## config.mk

```make
export PLATFORM = sky130hd
export DESIGN_NAME = gbc_snd_reg_player
export DESIGN_NICKNAME = d
export VERILOG_FILES = /design/src/rtl/gbc_snd_reg_player.sv
export SDC_FILE = /design/constraint.sdc
export NUM_CORES = 1
export LEC_CHECK = 0
export CORE_UTILIZATION = 30
export CTS_BUF_LIST = sky130_fd_sc_hd__clkbuf_4
export CTS_CLUSTER_SIZE = 20
export DETAILED_ROUTE_END_ITERATION = 8
export PLACE_DENSITY = 0.56
export RECOVER_POWER = 50
export SETUP_SLACK_MARGIN = 0.05
export SLEW_MARGIN = 40
export SYNTH_ARGS = -nofsm -noshare
export SYNTH_HDL_FRONTEND = slang
export SYNTH_SLANG_ARGS = --single-unit
```

## constraint.sdc

```tcl
create_clock -name clk -period 6.4 [get_ports clk]
set_clock_uncertainty 0.1 [all_clocks]
set_input_delay 1.28 -clock clk [delete_from_list [all_inputs] [get_ports clk]]
set_output_delay 1.28 -clock clk [all_outputs]
set_load 0.01 [all_outputs]
```

## src/rtl/gbc_snd_reg_player.sv

```systemverilog
`timescale 1ns/1ps
`default_nettype none
// ============================================================================
// Module   : gbc_snd_reg_player
// Brief    : Replays a script of sound-register writes, reads and ce-timed waits
//            onto the s1_* CPU-side register port.
// Revision : 1.0
// ============================================================================
module gbc_snd_reg_player #(
    parameter int ADDR_W = 10
) (
    input  logic              clk,
    input  logic              reset,
    input  logic              ce,
    input  logic              start,
    input  logic              stop,
    output logic [ADDR_W-1:0] script_addr,
    input  logic [15:0]       script_data,
    output logic              s1_read,
    output logic              s1_write,
    output logic [6:0]        s1_addr,
    output logic [7:0]        s1_writedata,
    input  logic [7:0]        s1_readdata,
    output logic              busy,
    output logic              done,
    output logic              error,
    output logic [7:0]        last_read
);

    typedef enum logic [2:0] {
        S_IDLE    = 3'd0,
        S_FETCH   = 3'd1,
        S_DECODE  = 3'd2,
        S_WRITE   = 3'd3,
        S_READ    = 3'd4,
        S_WAIT    = 3'd5,
        S_ADVANCE = 3'd6
    } state_t;

    localparam logic [ADDR_W-1:0] c_PTR_LAST = {ADDR_W{1'b1}};
    localparam logic [2:0]        c_OP_WAIT  = 3'b000;
    localparam logic [2:0]        c_OP_END   = 3'b001;
    localparam logic [2:0]        c_OP_READ  = 3'b010;
    localparam logic [2:0]        c_OP_LOOP  = 3'b011;

    state_t            r_state, w_state_n;
    logic [ADDR_W-1:0] r_ptr, w_ptr_n;
    logic [11:0]       r_cnt, w_cnt_n;
    logic              r_read, w_read_n;
    logic              r_write, w_write_n;
    logic [6:0]        r_addr, w_addr_n;
    logic [7:0]        r_wdata, w_wdata_n;
    logic              r_busy, w_busy_n;
    logic              r_done, w_done_n;
    logic              r_error, w_error_n;
    logic [7:0]        r_last_read, w_last_read_n;

    always_comb begin
        w_state_n     = r_state;
        w_ptr_n       = r_ptr;
        w_cnt_n       = r_cnt;
        w_read_n      = r_read;
        w_write_n     = r_write;
        w_addr_n      = r_addr;
        w_wdata_n     = r_wdata;
        w_busy_n      = r_busy;
        w_done_n      = r_done;
        w_error_n     = r_error;
        w_last_read_n = r_last_read;

        case (r_state)
            S_IDLE: begin
                if (start && !stop) begin
                    w_ptr_n   = '0;
                    w_done_n  = 1'b0;
                    w_error_n = 1'b0;
                    w_busy_n  = 1'b1;
                    w_state_n = S_FETCH;
                end
            end
            S_FETCH: w_state_n = S_DECODE;
            S_DECODE: begin
                if (!script_data[15]) begin
                    w_addr_n  = script_data[14:8];
                    w_wdata_n = script_data[7:0];
                    w_write_n = 1'b1;
                    w_state_n = S_WRITE;
                end else begin
                    case (script_data[14:12])
                        c_OP_WAIT: begin
                            w_cnt_n   = script_data[11:0];
                            w_state_n = (script_data[11:0] == 12'd0) ? S_ADVANCE : S_WAIT;
                        end
                        c_OP_END: begin
                            w_done_n  = 1'b1;
                            w_busy_n  = 1'b0;
                            w_state_n = S_IDLE;
                        end
                        c_OP_READ: begin
                            w_addr_n  = script_data[6:0];
                            w_read_n  = 1'b1;
                            w_state_n = S_READ;
                        end
                        c_OP_LOOP: begin
                            w_ptr_n   = '0;
                            w_state_n = S_FETCH;
                        end
                        default: begin
                            w_error_n = 1'b1;
                            w_busy_n  = 1'b0;
                            w_state_n = S_IDLE;
                        end
                    endcase
                end
            end
            // Strobe is held until the sound block's ce accepts it
            S_WRITE: begin
                if (ce) begin
                    w_write_n = 1'b0;
                    w_state_n = S_ADVANCE;
                end
            end
            S_READ: begin
                if (ce) begin
                    w_last_read_n = s1_readdata;
                    w_read_n      = 1'b0;
                    w_state_n     = S_ADVANCE;
                end
            end
            S_WAIT: begin
                if (ce) begin
                    w_cnt_n = r_cnt - 12'd1;
                    if (r_cnt == 12'd1) begin
                        w_state_n = S_ADVANCE;
                    end
                end
            end
            S_ADVANCE: begin
                if (r_ptr == c_PTR_LAST) begin
                    w_error_n = 1'b1;
                    w_busy_n  = 1'b0;
                    w_state_n = S_IDLE;
                end else begin
                    w_ptr_n   = r_ptr + ADDR_W'(1);
                    w_state_n = S_FETCH;
                end
            end
            default: w_state_n = S_IDLE;
        endcase

        // Abort overrides everything decoded this cycle except the sticky flags
        if (stop && (r_state != S_IDLE)) begin
            w_state_n = S_IDLE;
            w_read_n  = 1'b0;
            w_write_n = 1'b0;
            w_busy_n  = 1'b0;
            w_done_n  = r_done;
            w_error_n = r_error;
        end
    end

    always_ff @(posedge clk) begin
        if (reset) begin
            r_state     <= S_IDLE;
            r_ptr       <= '0;
            r_cnt       <= '0;
            r_read      <= 1'b0;
            r_write     <= 1'b0;
            r_addr      <= '0;
            r_wdata     <= '0;
            r_busy      <= 1'b0;
            r_done      <= 1'b0;
            r_error     <= 1'b0;
            r_last_read <= '0;
        end else begin
            r_state     <= w_state_n;
            r_ptr       <= w_ptr_n;
            r_cnt       <= w_cnt_n;
            r_read      <= w_read_n;
            r_write     <= w_write_n;
            r_addr      <= w_addr_n;
            r_wdata     <= w_wdata_n;
            r_busy      <= w_busy_n;
            r_done      <= w_done_n;
            r_error     <= w_error_n;
            r_last_read <= w_last_read_n;
        end
    end

    assign script_addr  = r_ptr;
    assign s1_read      = r_read;
    assign s1_write     = r_write;
    assign s1_addr      = r_addr;
    assign s1_writedata = r_wdata;
    assign busy         = r_busy;
    assign done         = r_done;
    assign error        = r_error;
    assign last_read    = r_last_read;

endmodule
`default_nettype wire

```

### After elaboration in Yosys (flattened, before gate mapping)

Cells that the tools add are included.

| word-level totals | value |
|---|---|
| flip-flop bits (word level) | 53 |
| input port bits | 29 |
| output and inout bits | 38 |
| word-level logic and storage cells | 109 |

| cells by class | value |
|---|---|
| add/subtract/negate cells | 2 |
| equal/unequal tests | 28 |
| muxes and demuxes | 39 |
| bitwise operators | 2 |
| reductions and logical operators | 27 |

Operators with widths:

| cell | number |
|---|---|
| $mux 10 | 4 |
| $mux 12 | 3 |
| $pmux 10 s3 | 1 |
| $ne 2x2->1 const B | 14 |
| $pmux 12 s2 | 1 |
| $pmux 3 s6 | 1 |
| $mux 1 | 15 |
| $mux 3 | 5 |
| $reduce_and 5->1 | 3 |
| $mux 7 | 2 |
| $eq 12x1->1 const B | 1 |
| $eq 3x2->1 const B | 4 |
| $logic_not 12->1 | 1 |
| $reduce_and 4->1 | 3 |
| $sub 12x1->12 const B | 1 |
| $add 10x1->10 const B | 1 |
| $eq 10x10->1 const B | 1 |
| $eq 3x3->1 const B | 3 |
| $pmux 3 s3 | 1 |
| $reduce_bool 2->1 | 4 |
| $eq 3x1->1 const B | 2 |
| $logic_not 3->1 | 2 |
| $ne 2x1->1 const B | 3 |
| $pmux 1 s2 | 3 |
| 12 further kinds | 19 |

### Depth between registers and ports, before layout

Gate-level depths: netlist of the first run.

| logic depth | value |
|---|---|
| depth after elaboration | 5 |
| mapped depth | 8 |
| depth with buffers taken out | 6 |

### Worst setup path before layout of the first run

OpenSTA, ideal clock, no wires.

| timing | value |
|---|---|
| path type | input-to-reg |
| start point | input port stop |
| end point | register r_ptr[9], in the netlist script_addr[9] |
| setup time | 0.131 ns |
| arrival | 2.688 ns |
| required time | 6.169 ns |
| setup slack | 3.481 ns |
| stages | 5 |
| path buffers | 0 |
| cell sequence | or4b_4 -> a221o_2 -> nor4_4 -> xnor2_1 -> nor3_2 |

| on the way | value |
|---|---|
| word-level cells in the longest chain between the ends | 4 |

Ends and longest elaborated chain:

| item | line | source |
|---|---|---|
| start: declaration | 16 | `input logic stop,` |
| $logic_not 1->1 | 73 | `if (start && !stop) begin` |
| $logic_and 1x1->1 | 73 |  |
| $ne 2x2->1 (no line) | n/a |  |
| $reduce_and 5->1 (no line) | n/a |  |
| end signal: assignment | 177 | `r_ptr <= w_ptr_n;` |
| end: declaration | 47 | `logic [ADDR_W-1:0] r_ptr, w_ptr_n;` |

No other way between the ends.
A chain may end at the register's enable or synchronous reset.

### Final worst setup path of the first run

| timing | value |
|---|---|
| start point | input port script_data[15] |
| end point | register r_cnt[0] |

| on the way | value |
|---|---|
| word-level cells in the longest chain between the ends | 2 |

Ends and longest elaborated chain:

| item | line | source |
|---|---|---|
| start: declaration | 18 | `input logic [15:0] script_data,` |
| $ne 2x2->1 (no line) | n/a |  |
| $reduce_and 4->1 (no line) | n/a |  |
| end signal: assignment | 178 | `r_cnt <= w_cnt_n;` |
| end: declaration | 48 | `logic [11:0] r_cnt, w_cnt_n;` |

No other way between the ends.

==> impl_metrics.env, run 1 <==
export IMPL_failed_checks="DRC"
export IMPL_status="complete, but fails checks"
export IMPL_io_pins=67
export IMPL_synth_ff_type="dfxtp_1"
export IMPL_fin_tns_setup_ns=0
export IMPL_clk_pin_slew_worst_paths_ns=0.16
export IMPL_cts_resized=0
export IMPL_pwr_share_comb_pct=29.4
export IMPL_vias_per_cell=5.309
export IMPL_irDropWorstVdd_uv=98.09
export IMPL_place_inst=512
export IMPL_min_from="last_read[0]$_SDFFE_PP0P_"
export IMPL_finalPower_uw=837.7
export IMPL_synth_edff_count=0
export IMPL_p_sw_share_pct=34.85
export IMPL_cp_max_fo=22
export IMPL_holdPathStages=2
export IMPL_netlist_area_um2=2786
export IMPL_postSynth_asyncResetShare_pct=0
export IMPL_p_int_uw=545.8
export IMPL_drtAntennaViolNets=0
export IMPL_cts_buffers=5
export IMPL_fp_dieH_um=98.38
export IMPL_drc=3
export IMPL_htreeDepth=2
export IMPL_grt_overflow=0
export IMPL_worst_endpoint_required_ns=6.62
export IMPL_drtPass1Iterations=8
export IMPL_synthesis_nets=389
export IMPL_p_leak_nw=1.277
export IMPL_p_clk_share_pct=23.1
export IMPL_cp_slowest_cell="dlygate4sd3_1"
export IMPL_dieArea_um2=9678
export IMPL_hold_viol_final=0
export IMPL_fin_nets=443
export IMPL_reg2reg_depth=6
export IMPL_arrival_ns=3.61
export IMPL_portBuffers=66
export IMPL_routabilityCongestion=0.8708
export IMPL_hp_class="flop to flop"
export IMPL_drive_gt1_share_pct=4.854
export IMPL_period_share_pct=53.02
export IMPL_max_freq_ghz=0.2947
export IMPL_detail_route_wl_per_cell_um=15.23
export IMPL_clock_sinks=53
export IMPL_wirelength_um=7933
export IMPL_die_w_um=98.38
export IMPL_synth_seq_cells=53
export IMPL_worst_pin_slew_ns=0.8540
export IMPL_grt_max_degree=53
export IMPL_vias=2766
export IMPL_finalSetupViolCount=0
export IMPL_drv_cap=0
export IMPL_grt_pass1_wl_um=13340
export IMPL_synth_seq_area_share_pct=38.08
export IMPL_seqPwrFrac_pct=47.5
export IMPL_power_switching_uw=291.9
export IMPL_relSlewSlack_pct=42.59
export IMPL_ys_types=50
export IMPL_cp_depth=7
export IMPL_clk_path_buf_depth=2
export IMPL_grt_setup_unrepaired="false"
export IMPL_dr_first_iter_drc_count=162
export IMPL_antenna_found_initial=1
export IMPL_r2r_setup_slack_ns=3.73
export IMPL_synth_cells=357
export IMPL_finalMaxSlewViolations=0
export IMPL_insertion_delay_ns=0.38
export IMPL_path_delay_family="buffers and inverters"
export IMPL_cts_setup_buffers=0
export IMPL_final_min_clock_period_ns=3.394
export IMPL_grt_usage_pct=16.98
export IMPL_grt_pass1_vias=2715
export IMPL_cts_tree="done"
export IMPL_crit_start="script_data[15]"
export IMPL_reg2reg_to="r_cnt[0]$_SDFFE_PP0P_"
export IMPL_instances_no_fill=521
export IMPL_floorplan_initialDensity_pct=31.49
export IMPL_ys_warn_count=0
export IMPL_dpl_hpwl_um=5774
export IMPL_root_buffer="clkbuf_4"
export IMPL_cp_slowest_stage_delay_ns=0.99
export IMPL_worstSetupPathType="primary input to flop"
export IMPL_power_density_nw_per_um2=232.6
export IMPL_syn_to_final_growth_pct=29.28
export IMPL_rows=34
export IMPL_r2r_start="r_state[1]$_SDFFE_PP0P_"
export IMPL_worstHoldEndpoint="last_read[0]$_SDFFE_PP0P_"
export IMPL_cts_hold_buf=0
export IMPL_path_buf_inv=2
export IMPL_cp_end_kind="flop"
export IMPL_path_cells="dlygate4sd3_1, nor2b_1, nand2_1, o21ai_1, buf_4, or3_1, a31oi_1"
export IMPL_synth_area_per_cell_um2=7.805
export IMPL_core_area_um2=8848
export IMPL_startpoint_type="primary input"
worst min-delay path, stage by stage (launching register included):
cell,delay [ns]
dfxtp_1,0.34
nand2_1,0.05
a21oi_1,0.05
synth_stat cells (4+ instances only):
| library cell | count | share of area, % |
|---|---|---|
| clkbuf_1 | 18 | 2.4 |
| inv_1 | 5 | 0.67 |
| nand3_1 | 9 | 1.6 |
| nor4_1 | 6 | 1.3 |
| a311oi_1 | 5 | 1.6 |
| a21oi_1 | 45 | 8.1 |
| nor2b_1 | 6 | 1.3 |
| o21ai_0 | 13 | 2.3 |
| a21o_1 | 6 | 1.6 |
| nand2_1 | 50 | 6.7 |
| o21ai_1 | 4 | 0.72 |
| nor2_1 | 39 | 5.3 |
| nand2b_1 | 4 | 0.90 |
| xnor2_1 | 5 | 1.6 |
| mux2i_1 | 7 | 2.5 |
| nand3b_1 | 6 | 1.6 |
| a31oi_1 | 5 | 1.1 |
| dfxtp_1 | 53 | 38 |
| nor3_1 | 19 | 3.4 |
| o31ai_1 | 4 | 1.1 |
cell type report:
cell class / count / area [um^2]
clock buffers: 5 / 37.54
repair buffers: 67 / 665.6
multi-input cells: 279 / 1640
clock inverters: 3 / 41.29
well taps: 108 / 135.1
diodes: 1 / 2.502
inverters: 5 / 18.77
fillers: 910 / 5246
flip-flops and latches: 53 / 1061
state kept, by name, indices dropped and copies added (netlist names):
register	flops
done	1
s1_write	1
busy	1
s1_addr	7
s1_read	1
r_cnt	12
error	1
last_read	8
script_addr	10
r_state	3
s1_writedata	8
through the flow:
step	utilization (%)	cell area [um^2]	hold WS, ns	setup slack [ns]
2_1_floorplan	-	2786	0.3534	3.481
3_3_place_gp	39.58	3502	0.3426	2.654
3_5_place_dp	39.69	3512	0.3482	2.674
4_1_cts	40.58	3591	0.3672	3.093
5_1_grt	40.71	3602	0.3883	2.853
6_report	40.71	3602	0.3624	3.006
per-layer routing:
metal  vias to the layer above  global-route usage [%]  wire length [um]
li1                       1392                       -                 -
met1                      1276                   21.21              3497
met2                        84                   29.14              3833
met3                        14                   3.937               459
met4                         0                   4.822               143
met5                         -                       0                 0
how the worst max path moves through the flow:
stage | endpoint | slack, ns
2_1_floorplan | script_addr[9]$_SDFFE_PP0P_ | 3.48
6_report | r_cnt[0]$_SDFFE_PP0P_ | 3.01
3_5_place_dp | s1_addr[3]$_SDFFE_PP0P_ | 2.67
5_1_grt | r_cnt[0]$_SDFFE_PP0P_ | 2.85
4_1_cts | s1_addr[3]$_SDFFE_PP0P_ | 3.09
3_3_place_gp | s1_addr[0]$_SDFFE_PP0P_ | 2.65
cell usage in the layout, fill, tap and decap left out, drive strengths merged, types with 4 or more instances in the layout:
cell type      Yosys  routed
a21o               6       6
a21oi             45      45
a311oi             5       5
a31oi              5       5
clkbuf            18       5
clkdlybuf4s50      0      29
dfxtp             53      53
dlygate4sd3        0      36
inv                5       5
mux2i              7       7
nand2             50      50
nand2b             4       4
nand3              9       9
nand3b             6       6
nor2              39      39
nor2b              6       6
nor3              22      22
nor4               9       9
o21ai             17      17
o31ai              4       4
xnor2              5       5
cell families after synthesis:
group | count (synthesis) | share of synthesized area [%]
fa+ha+maj | 3 | 1.347
buf+inv | 25 | 3.637
xor+xnor | 5 | 1.572
mux | 8 | 2.919
simple gates | 165 | 30.89
compound gates | 98 | 21.55
flops | 53 | 38.08
power groups by stage:
| stage | Clock [mW] | Sequential [mW] | Combinational (mW) |
|---|---|---|---|
| 2_1_floorplan | 0 | 0.381 | 0.180 |
| 3_3_place_gp | 0 | 0.404 | 0.248 |
| 3_5_place_dp | 0 | 0.404 | 0.250 |
| 4_1_cts | 0.204 | 0.396 | 0.252 |
| 5_1_grt | 0.215 | 0.404 | 0.273 |
| 6_report | 0.193 | 0.398 | 0.247 |
Power figures use the tool's default switching activity.
==> inputs of run 2 (changes only) <==
--- a/config.mk
+++ b/config.mk
@@ -9,7 +9,7 @@
 export CTS_BUF_LIST = sky130_fd_sc_hd__clkbuf_4
 export CTS_CLUSTER_SIZE = 20
 export DETAILED_ROUTE_END_ITERATION = 8
-export PLACE_DENSITY = 0.56
+export PLACE_DENSITY = 0.58
 export RECOVER_POWER = 50
 export SETUP_SLACK_MARGIN = 0.05
 export SLEW_MARGIN = 40
==> constraint.sdc (replaced) <==
create_clock -name clk -period 2.79 [get_ports clk]
set_clock_uncertainty 0.1 [all_clocks]
set_input_delay 0.558 -clock clk [delete_from_list [all_inputs] [get_ports clk]]
set_output_delay 0.558 -clock clk [all_outputs]
set_load 0.01 [all_outputs]
==> run 2 against run 1 <==
  * The run still ends with DRC left
  * Hold slack about the same
  * Global-route usage rose by 0.19 points
  * First-iteration DRC count shrank 6.2%
  * Die area unchanged
  * Sequential power grew 120%
  * Via count is 2.5% higher
  * Clock power rose by 88%
  * Critical path type unchanged
  * Largest power group unchanged
==> impl_metrics.env, run 2 (synthesis results as in run 1) <==
export IMPL_status="complete, but fails checks"
export IMPL_failed_checks="DRC"
export IMPL_dpl_hpwl_um=6108
export IMPL_power_density_nw_per_um2=506.4
export IMPL_fp_dieH_um=98.38
export IMPL_drive_gt1_share_pct=8.102
export IMPL_detail_route_wl_per_cell_um=14.86
export IMPL_max_freq_ghz=0.4160
export IMPL_floorplan_initialDensity_pct=31.49
export IMPL_period_share_pct=86.16
export IMPL_root_buffer="clkbuf_4"
export IMPL_dr_first_iter_drc_count=152
export IMPL_drv_cap=0
export IMPL_p_clk_share_pct=19.3
export IMPL_p_int_mw=1.218
export IMPL_diodes=0
export IMPL_p_leak_nw=1.309
export IMPL_fin_tns_setup_ns=0
export IMPL_io_pins=67
export IMPL_fin_util_pct=41.86
export IMPL_relSlewSlack_pct=50.87
export IMPL_fin_nets=463
export IMPL_instances_no_fill=540
export IMPL_finalSetupViolCount=0
export IMPL_routabilityCongestion=0.8607
export IMPL_path_cells="clkdlybuf4s50_1, or4b_1, a221o_2, nor4_4, xnor2_1, nor3_2"
export IMPL_drtPass1Iterations=8
export IMPL_largest_reg_flops=12
export IMPL_cts_tree="done"
export IMPL_clk_pin_slew_worst_paths_ns=0.16
export IMPL_irDropWorstVdd_uv=212.4
export IMPL_htreeDepth=2
export IMPL_clk_path_buf_depth=2
export IMPL_antenna_found_initial=0
export IMPL_arrival_ns=2.55
export IMPL_worstSetupPathType="primary input to flop"
export IMPL_grt_max_degree=31
export IMPL_wirelength_um=8027
export IMPL_portBuffers=66
export IMPL_worst_endpoint_required_ns=2.93
export IMPL_insertion_delay_ns=0.36
export IMPL_startpoint_type="primary input"
export IMPL_drc=2
export IMPL_finalPower_mw=1.876
export IMPL_cp_max_fo=7
export IMPL_dieArea_um2=9678
export IMPL_die_w_um=98.38
export IMPL_cp_slowest_cell="or4b_1"
export IMPL_path_buf_inv=1
export IMPL_grt_overflow=0
export IMPL_core_area_um2=8848
export IMPL_hp_class="flop to flop"
export IMPL_rows=34
export IMPL_cts_hold_buf=0
export IMPL_cp_end_kind="flop"
export IMPL_path_delay_family="simple AND/OR/NAND/NOR gates"
export IMPL_clock_sinks=53
export IMPL_hold_viol_final=0
export IMPL_grt_usage_pct=17.17
export IMPL_final_cell_mix="dfxtp_1, nand2_1, a21oi_1, clkdlybuf4s50_1, nor2_1"
export IMPL_cts_setup_buffers=0
export IMPL_final_common_cell="dfxtp_1"
export IMPL_vias_per_cell=5.252
export IMPL_grt_pass1_vias=2811
export IMPL_drtAntennaViolNets=0
export IMPL_finalMaxSlewViolations=0
export IMPL_cts_buffers=5
export IMPL_worst_pin_slew_ns=0.7302
export IMPL_cts_resized=0
export IMPL_vias=2836
export IMPL_pwr_share_comb_pct=34.2
export IMPL_place_inst=532
export IMPL_p_sw_share_pct=35.08
export IMPL_grt_pass1_wl_um=13590
export IMPL_grt_setup_unrepaired="false"
export IMPL_cp_slowest_stage_delay_ns=0.50
export IMPL_seqPwrFrac_pct=46.5
export IMPL_power_switching_uw=657.9
export IMPL_largest_register="r_cnt"
export IMPL_syn_to_final_growth_pct=32.91
export IMPL_final_min_clock_period_ns=2.404
run 2: cell type report:
| type | count | area [um^2] |
|---|---|---|
| clock buffers | 7 | 52.55 |
| clock inverters | 1 | 7.507 |
| fillers | 931 | 5145 |
| inverters | 5 | 18.77 |
| multi-input cells | 279 | 1614 |
| flip-flops and latches | 53 | 1061 |
| well taps | 108 | 135.1 |
| repair buffers | 87 | 814.5 |
run 2: worst paths after layout:
check                             from                     endpoint  slack (ns)  cells after the start
max                              start  script_addr[8]$_SDFFE_PP0P_        0.39                      6
min          last_read[0]$_SDFFE_PP0P_    last_read[0]$_SDFFE_PP0P_        0.36                      2
max reg2reg    r_state[2]$_SDFFE_PP0P_        r_cnt[1]$_SDFFE_PP0P_        0.47                      7
min reg2reg  last_read[0]$_SDFFE_PP0P_    last_read[0]$_SDFFE_PP0P_        0.36                      2
run 2: power groups by stage:
stage / sequential [mW] / combinational (mW) / clock, mW
3_5_place_dp: 0.890 / 0.663 / 0
5_1_grt: 0.884 / 0.712 / 0.415
3_3_place_gp: 0.891 / 0.661 / 0
6_report: 0.872 / 0.642 / 0.362
2_1_floorplan: 0.873 / 0.414 / 0
4_1_cts: 0.875 / 0.665 / 0.383
run 2: worst reg2reg max path: cells and delay by family, from the launching register on:
kind            cells  cell delay (ns)
simple gates        2             0.78
compound gates      3             0.52
flops               1             0.45
buf+inv             2             0.40
run 2: stage by stage:
step                cell area (um^2)  setup slack (ns)  hold slack (ns)
floorplan                       2786            0.5926           0.3534
global placement                3665           0.06779           0.3420
CTS                             3725            0.4275           0.3663
detailed placement              3665           0.03061           0.3474
global route                    3704            0.3068           0.3858
finish                          3704            0.3862           0.3629
run 2: layer usage:
layer  up-vias  share of wire (%)  global-route usage, %
met5         -                  0                      0
met4         0               0.54                  2.296
met3         4                6.3                  4.366
met2        73                 47                  28.71
met1      1323                 46                  22.83
li1       1436                  -                      -
==> inputs of run 3 (changes only) <==
--- a/config.mk
+++ b/config.mk
@@ -6,7 +6,7 @@
 export NUM_CORES = 1
 export LEC_CHECK = 0
 export CORE_UTILIZATION = 30
-export CTS_BUF_LIST = sky130_fd_sc_hd__clkbuf_4
+export CTS_BUF_LIST = sky130_fd_sc_hd__clkbuf_2 sky130_fd_sc_hd__clkbuf_4 sky130_fd_sc_hd__clkbuf_8
 export CTS_CLUSTER_SIZE = 20
 export DETAILED_ROUTE_END_ITERATION = 8
 export PLACE_DENSITY = 0.58
==> constraint.sdc (replaced) <==
create_clock -name clk -period 2.79 [get_ports clk]
set_clock_uncertainty 0.1 [all_clocks]
set_input_delay 0.558 -clock clk [delete_from_list [all_inputs] [get_ports clk]]
set_output_delay 0.558 -clock clk [all_outputs]
set_load 0.02 [all_outputs]
==> run 3 against run 2 <==
  * The flow still finishes with violations (DRC)
  * First-iteration DRC count up 18%
  * Routed wire length up 0.70%
  * Hold slack got worse by 0.0095 ns
  * Die area unchanged
  * Worst setup slack lost 0.068 ns
  * Clock-buffer cell count unchanged
==> impl_metrics.env, run 3 (synthesis results as in run 1) <==
export IMPL_status="complete, but fails checks"
export IMPL_failed_checks="DRC"
export IMPL_grt_overflow=0
export IMPL_dieArea_um2=9678
export IMPL_detail_route_wl_per_cell_um=14.97
export IMPL_drtPass1Iterations=8
export IMPL_diodes=0
export IMPL_dr_first_iter_drc_count=180
export IMPL_finalMaxSlewViolations=0
export IMPL_fin_nets=463
export IMPL_relSlewSlack_pct=48.82
export IMPL_worstSetupPathType="primary input to flop"
export IMPL_grt_setup_unrepaired="false"
export IMPL_finalSetupViolCount=0
export IMPL_clk_pin_slew_worst_paths_ns=0.09
export IMPL_cts_tree="done"
export IMPL_final_min_clock_period_ns=2.472
export IMPL_cts_setup_buffers=0
export IMPL_cts_buffers=5
export IMPL_irDropWorstVdd_uv=234.8
export IMPL_cp_max_fo=12
export IMPL_core_area_um2=8848
export IMPL_die_w_um=98.38
export IMPL_drtAntennaViolNets=0
export IMPL_routabilityCongestion=0.8607
export IMPL_largest_reg_flops=12
export IMPL_final_common_cell="dfxtp_1"
export IMPL_insertion_delay_ns=0.31
export IMPL_floorplan_initialDensity_pct=31.49
export IMPL_fin_tns_setup_ns=0
export IMPL_final_cell_mix="dfxtp_1, nand2_1, a21oi_1, clkdlybuf4s50_1, nor2_1"
export IMPL_rows=34
export IMPL_htreeDepth=2
export IMPL_crit_start="script_data[15]"
export IMPL_max_freq_ghz=0.4046
export IMPL_power_density_nw_per_um2=534.7
export IMPL_grt_pass1_wl_um=13590
export IMPL_root_buffer="clkbuf_8"
export IMPL_vias=2854
export IMPL_fp_dieH_um=98.38
export IMPL_min_from="last_read[0]$_SDFFE_PP0P_"
export IMPL_dpl_hpwl_um=6108
export IMPL_portBuffers=66
export IMPL_clk_path_buf_depth=2
export IMPL_arrival_ns=2.61
export IMPL_antenna_found_initial=0
export IMPL_period_share_pct=88.60
export IMPL_cts_resized=0
export IMPL_grt_max_degree=31
export IMPL_finalPower_mw=1.998
export IMPL_io_pins=67
export IMPL_drv_cap=0
export IMPL_drive_gt1_share_pct=8.333
export IMPL_cts_hold_buf=0
export IMPL_syn_to_final_growth_pct=34.08
export IMPL_startpoint_type="primary input"
export IMPL_p_leak_nw=1.330
export IMPL_r2r_start="r_state[2]$_SDFFE_PP0P_"
export IMPL_drc=2
export IMPL_worst_pin_slew_ns=0.7677
export IMPL_worst_endpoint_required_ns=2.93
export IMPL_wirelength_um=8083
export IMPL_hp_class="flop to flop"
export IMPL_grt_usage_pct=17.15
export IMPL_cp_end_kind="flop"
export IMPL_hold_viol_final=0
export IMPL_grt_pass1_vias=2814
export IMPL_clock_sinks=53
export IMPL_largest_register="r_cnt"
export IMPL_vias_per_cell=5.285
[run 3: cell types whose count changed in the layout (fill, tap and decap cells not counted)]
cell	change
or4b_4	+1
or4b_1	-1
clkbuf_8	+5
clkbuf_2	+1
clkbuf_4	-5
dlygate4sd3_1	+2
buf_4	-1
clkdlybuf4s50_1	-2
[run 3: cell type report]
type	instances	area, um^2
Fill cell	931	5112
Multi-Input combinational cell	279	1618
Sequential cell	53	1061
Timing Repair Buffer	87	812.0
Tap cell	108	135.1
Clock buffer	7	83.83
Inverter	5	18.77
Clock inverter	1	7.507
[run 3: metal layers]
metal / GRT usage, % / share of wire, % / vias up
met5: 0 / 0 / -
met4: 2.296 / 0.77 / 0
met3: 4.152 / 5.3 / 6
met2: 29.04 / 47 / 71
met1: 22.66 / 47 / 1343
li1: - / - / 1434
[run 3: per-stage QoR]
stage	hold WS (ns)	worst slack (ns)	instances	instance area, um^2	util (%)
after CTS	0.3605	0.3560	540	3756	42.45
final	0.3534	0.3182	540	3736	42.22
after detailed placement	0.3474	0.03061	532	3665	41.42
after floorplan	0.3534	0.5925	357	2786	-
after global routing	0.3801	0.1974	540	3736	42.22
after global placement	0.3420	0.06779	532	3665	41.42
[run 3: worst max-delay path: stages]
cell and delay, ns:
clkdlybuf4s50_1 0.48, clkbuf_1 0.59, nor2b_1 0.17, nand2_1 0.13, o21ai_1 0.09, buf_4 0.18, a211o_1 0.27, a21oi_1 0.13
[run 3: path summary, 6_finish.rpt]
kind / endpoint / slack (ns) / cells after the start
setup / recovery: r_cnt[1]$_SDFFE_PP0P_ / 0.32 / 8
hold / removal: last_read[0]$_SDFFE_PP0P_ / 0.35 / 2
setup reg to reg: r_cnt[1]$_SDFFE_PP0P_ / 0.46 / 7
hold reg to reg: last_read[0]$_SDFFE_PP0P_ / 0.35 / 2
[run 3: power breakdown]
part | internal (mW) | switching [mW] | leakage, nW
logic | 0.289 | 0.386 | 0.856
registers | 0.812 | 0.0587 | 0.428
clock network | 0.198 | 0.255 | 0.0453
total | 1.30 | 0.699 | 1.33
